<file path="src/rtl/pinwheel_console.sv">
// Debug console peripheral: TX byte FIFO, status, free-running tick counter and scratch
// register behind a 16-byte window, with registered one-cycle read data.
module pinwheel_console #(
   parameter int unsigned DEPTH = 16,
   parameter logic [31:0] BASE  = 32'hF0000000
) (
   input  logic        clock,
   input  logic        tock_reset_in,
   input  logic [31:0] tock_bus_addr,
   input  logic        tock_bus_rden,
   input  logic [31:0] tock_bus_wdata,
   input  logic [3:0]  tock_bus_wmask,
   input  logic        tock_bus_wren,
   output logic [31:0] sig_bus_rdata,
   output logic [7:0]  sig_tx_data,
   output logic        sig_tx_valid,
   input  logic        tock_tx_ready,
   output logic        sig_irq_overflow
);

   localparam int unsigned PW = $clog2(DEPTH);
   localparam int unsigned CW = PW + 1;

   logic [7:0]    r_mem [DEPTH];
   logic [PW-1:0] r_rptr;
   logic [PW-1:0] r_wptr;
   logic [CW-1:0] r_count;
   logic          r_ovf;
   logic [31:0]   r_ticks;
   logic [31:0]   r_scratch;
   logic [31:0]   r_rdata;

   logic          w_cs;
   logic [1:0]    w_idx;
   logic          w_empty;
   logic          w_full;
   logic          w_pop;
   logic          w_push_req;
   logic          w_push;
   logic          w_drop;
   logic          w_clr;
   logic [4:0]    w_cnt5;
   logic [31:0]   w_status;
   logic [31:0]   w_rsel;

   always_comb begin
      w_cs       = (tock_bus_addr & ~32'hF) == BASE;
      w_idx      = tock_bus_addr[3:2];
      w_empty    = (r_count == '0);
      w_full     = (r_count == CW'(DEPTH));
      w_pop      = !w_empty && tock_tx_ready;
      w_push_req = w_cs && tock_bus_wren && (w_idx == 2'd0) && tock_bus_wmask[0];
      w_push     = w_push_req && (!w_full || w_pop);
      w_drop     = w_push_req && w_full && !w_pop;
      w_clr      = w_cs && tock_bus_wren && (w_idx == 2'd1) &&
                   tock_bus_wmask[2] && tock_bus_wdata[16];
      w_cnt5     = 5'(r_count);
      w_status   = {15'b0, r_ovf, 6'b0, w_full, w_empty, 3'b0, w_cnt5};
   end

   always_comb begin
      w_rsel = '0;
      case (w_idx)
         2'd0: w_rsel = '0;
         2'd1: w_rsel = w_status;
         2'd2: w_rsel = r_ticks;
         2'd3: w_rsel = r_scratch;
         default: w_rsel = '0;
      endcase
   end

   // Storage is cleared on reset so the head byte reads 0 straight after reset.
   always_ff @(posedge clock) begin
      if (tock_reset_in) begin
         for (int unsigned i = 0; i < DEPTH; i++) r_mem[i] <= '0;
      end else if (w_push) begin
         r_mem[r_wptr] <= tock_bus_wdata[7:0];
      end
   end

   always_ff @(posedge clock) begin
      if (tock_reset_in) begin
         r_rptr  <= '0;
         r_wptr  <= '0;
         r_count <= '0;
         r_ovf   <= 1'b0;
      end else begin
         if (w_pop)  r_rptr <= r_rptr + PW'(1);
         if (w_push) r_wptr <= r_wptr + PW'(1);
         case ({w_push, w_pop})
            2'b10:   r_count <= r_count + CW'(1);
            2'b01:   r_count <= r_count - CW'(1);
            default: r_count <= r_count;
         endcase
         if (w_clr)       r_ovf <= 1'b0;
         else if (w_drop) r_ovf <= 1'b1;
      end
   end

   always_ff @(posedge clock) begin
      if (tock_reset_in) begin
         r_ticks   <= '0;
         r_scratch <= '0;
         r_rdata   <= '0;
      end else begin
         r_ticks <= r_ticks + 32'd1;
         if (w_cs && tock_bus_wren && (w_idx == 2'd3)) begin
            for (int unsigned i = 0; i < 4; i++) begin
               if (tock_bus_wmask[i]) r_scratch[8*i +: 8] <= tock_bus_wdata[8*i +: 8];
            end
         end
         r_rdata <= (w_cs && tock_bus_rden) ? w_rsel : '0;
      end
   end

   assign sig_bus_rdata    = r_rdata;
   assign sig_tx_data      = r_mem[r_rptr];
   assign sig_tx_valid     = !w_empty;
   assign sig_irq_overflow = r_ovf;

endmodule

</file>
<file path="config.mk">
export PLATFORM = sky130hd
export DESIGN_NAME = pinwheel_console
export DESIGN_NICKNAME = d
export VERILOG_FILES = /design/src/rtl/pinwheel_console.sv
export SDC_FILE = /design/constraint.sdc
export NUM_CORES = 1
export LEC_CHECK = 0
export CORE_MARGIN = 2
export CORE_UTILIZATION = 50
export DETAILED_ROUTE_END_ITERATION = 6
export GPL_TIMING_DRIVEN = 0
export PLACE_DENSITY_LB_ADDON = 0.2
export SLEW_MARGIN = 20
export SYNTH_ARGS = -nofsm -noshare
export SYNTH_HDL_FRONTEND = slang
export SYNTH_SLANG_ARGS = --single-unit
</file>
<file path="constraint.sdc">
create_clock -name clock -period 11.1 [get_ports clock]
set_input_delay 2.22 -clock clock [delete_from_list [all_inputs] [get_ports clock]]
set_output_delay 2.22 -clock clock [all_outputs]
set_load 0.1 [all_outputs]
</file>
==> results by group <==
Die
  – Die Ht: 148 um
  – Die ar.: 21900 um2
  – Starting Density: 0.510
  – Die Wd: 148 um
  – Row cnt: 52
  – Core ar.: 20300 um2
  – IO Count: 115

Clock tree
  – CTS root buffer: clkbuf_16
  – Maximum clock insertion buffer count: 3
  – CTS tree: done
  – Post_cts resized: 0
  – Worst-path clk slew: 0.06 ns
  – Post-CTS Setup Inserts: 0
  – Hold-fix buffers, CTS: 0
  – Worst skew pair latency: 0.51 ns
  – Num CTS Buffers: 25
  – Clock sink count: 242
  – Clock H-tree levels: 1

Placement
  – Final HPWL DP: 17600 um
  – Placed cells: 1247
  – Gpl congestion: 0.812
  – Port Buffers: 109

Synthesis
  – Synth cell count leaders: nor2_1, edfxtp_1, dfxtp_1, mux2i_1, nand2_1
  – Synth warn: 0
  – Syn avg cell area: 11.9 um2
  – Dominant cell type by area after synthesis: edfxtp_1
  – Top post-synthesis cells by area: edfxtp_1, dfxtp_1, mux4_2, nor2_1, mux2i_1
  – Synth top area share: 0.371
  – Most frequent cell after synthesis: nor2_1
  – Primary FF master, synth: edfxtp_1
  – Async SR Flop Fraction: 0
  – Syn Inst Count: 867
  – Seq/Total Area, Yosys: 0.592
  – Mapped Nets: 948
  – Flip-flop and latch count after synthesis: 242
  – Distinct cells, synth: 47
  – Synthesized area: 10400 um2
  – Post-synth EDFFs: 128

Worst setup path
  – CP Data Arrival Time: 3.99 ns
  – Worst r2r src: r_count[1]
  – Buf/Inv on CP: 3
  – Most frequent CP cell: mux4_2
  – Reg2Reg Depth: 6
  – Worst flop-to-flop path endpoint: r_mem[10][6]
  – WP data required: 8.88 ns
  – Critical Path End Type: output pin
  – CP Class: reg -> out
  – Crit. path cell count: 5
  – CP Launch Type: flop
  – Crit-path leading delay family: buffers and inverters
  – R2R Setup Slk: 8.14 ns
  – Slowest CP cell: clkdlybuf4s50_1
  – CP max stage delay: 0.97 ns
  – CP endpoint: sig_tx_data[3]
  – CP cell instances: clkbuf_1 -> buf_1 -> mux4_2 -> mux4_2 -> clkdlybuf4s50_1
  – Critical-path maximum fanout: 10

STA
  – RSZ-0062 raised after global routing: no
  – Final Hold Vio Count: 0
  – Setup violators final: 0
  – Setup TNS: 0 ns
  – Max-slew headroom: 0.308
  – Clk_skew: 0.00866 ns
  – Least-Margin Pin Slew: 1.03 ns
  – Highest clock rate: 0.161 GHz
  – Fin crit period: 6.21 ns
  – Tcrit/Tclk final: 0.560
  – Fin. max-slew vios: 0

Outcome
  – Status: finished clean

Hold path
  – Hold Path Depth: 1
  – Hold crit path type: reg -> reg

Routing
  – Vias: 7122
  – DRC Markers: 0
  – Vias per cell: 5.53
  – DRT Wirelength: 24900 um
  – DRT antenna net count: 0
  – First-pass detailed-route iteration total: 5
  – Wire length per cell: 19.3 um
  – Drt first-iter violations: 505

Power
  – Overall power: 2.23 mW
  – Pleak: 4.27 nW
  – Worst VDD drop: 0.105 mV
  – Power density cells: 178 nW/um2

Global routing
  – First-pass GRT wire length: 39400 um
  – Met1 usage: 0.302
  – Initial antenna violation count: 1
  – Vias in the first global route: 7253
  – Global-route usage over all layers: 0.233
  – Largest net degree at the start of global routing: 14
  – Grt met2 use: 0.396
  – GRT met3 Usage: 0.0438
  – Total gr overflow: 0
  – Most used routing layer: met2

Finish
  – Net count, final: 1085
  – Syn-to-layout area delta: 21.2%
  – Layout cells sized above 1: 0.110
  – Filler cell count: 1660
  – Non-filler cells, final: 1288

Flow run
  – Max-cap violation count: 0
-- area by class of cell --
class / count / area [um2] / share of cell area
flip-flops and latches: 242 / 6130 / 0.488
plain buffers: 47 / 274 / 0.0218
diodes: 1 / 2.50 / 0.000199
repair buffers: 110 / 1100 / 0.0876
multi-input cells: 574 / 3960 / 0.315
inverters: 4 / 15.0 / 0.00120
clock buffers: 32 / 673 / 0.0536
clock inverters: 8 / 63.8 / 0.00509
well taps: 270 / 338 / 0.0269
-- report_power, final --
part           internal [mW]  switching [mW]
clock                  0.446           0.325
combinational          0.181           0.274
sequential             0.977          0.0234
total                   1.60           0.623
-- flip-flops by register name, summed over array words and instances, names as in the netlist, named ones only --
signal and flops:
r_scratch 32, sig_irq_overflow 1, r_ticks 32, r_count 5
r_rptr 4, r_mem 128, r_wptr 4, sig_bus_rdata 32
-- cell families (layout without fill, tap and decap cells) --
group                    count (synthesis)  count (layout)  synth area share
AND/OR/NAND/NOR                        370             370             0.159
buffers and inverters                   51             201            0.0279
flip-flops                             242             242             0.592
XOR/XNOR                                33              33            0.0279
multiplexers                           105             105             0.151
other                                    0               1                 0
adder cells (fa/ha/maj)                  8               8           0.00967
AO/OA/AOI/OAI                           58              58            0.0326
-- cell usage in the layout, fill, tap and decap left out, drive strengths merged, types with 3 or more instances in the layout --
cell	instances
nor2	236
edfxtp	128
dfxtp	114
clkdlybuf4s50	109
mux2i	59
nand2	57
clkbuf	56
mux4	40
o21ai	26
xor2	24
buf	24
nand3	17
a21oi	12
nand4	11
a22oi	9
xnor2	9
or3	9
ha	8
nor4	8
and3	7
mux2	6
clkinv	6
nor2b	5
o31ai	5
inv	4
and4	3
or2	3
nand2b	3
nor3	3
-- worst min-delay path by stage --
stage	from	endpoint	slack (ns)
2_1_floorplan	r_ticks[0]	r_ticks[0]	0.43
3_3_place_gp	r_ticks[0]	r_ticks[0]	0.45
3_5_place_dp	r_ticks[0]	r_ticks[0]	0.46
4_1_cts	r_ticks[0]	r_ticks[0]	0.47
5_1_grt	r_ticks[0]	r_ticks[0]	0.49
6_report	r_ticks[0]	r_ticks[0]	0.47
-- per-stage QoR --
step	hold WS (ns)	area, um2	utilization	setup WS, ns
after floorplan	0.430	10400	-	6.11
after global placement	0.447	11800	0.580	5.02
after detailed placement	0.456	11800	0.582	5.35
after CTS	0.471	12500	0.618	4.80
after global routing	0.491	12500	0.618	4.69
final	0.468	12500	0.618	4.89
-- worst reg2reg max path: cells and delay by family, from the launching register on --
| family | cells | cell delay [ns] |
|---|---|---|
| AO/OA/AOI/OAI | 1 | 0.80 |
| AND/OR/NAND/NOR | 5 | 1.32 |
| flip-flops | 1 | 0.47 |
-- layer usage --
layer  share of wire  vias to the layer above
met5               0                        -
met4           0.032                        0
met3           0.070                       59
met2            0.49                      243
met1            0.40                     3453
li1                -                     3367
(Power assumes the default switching activity.)
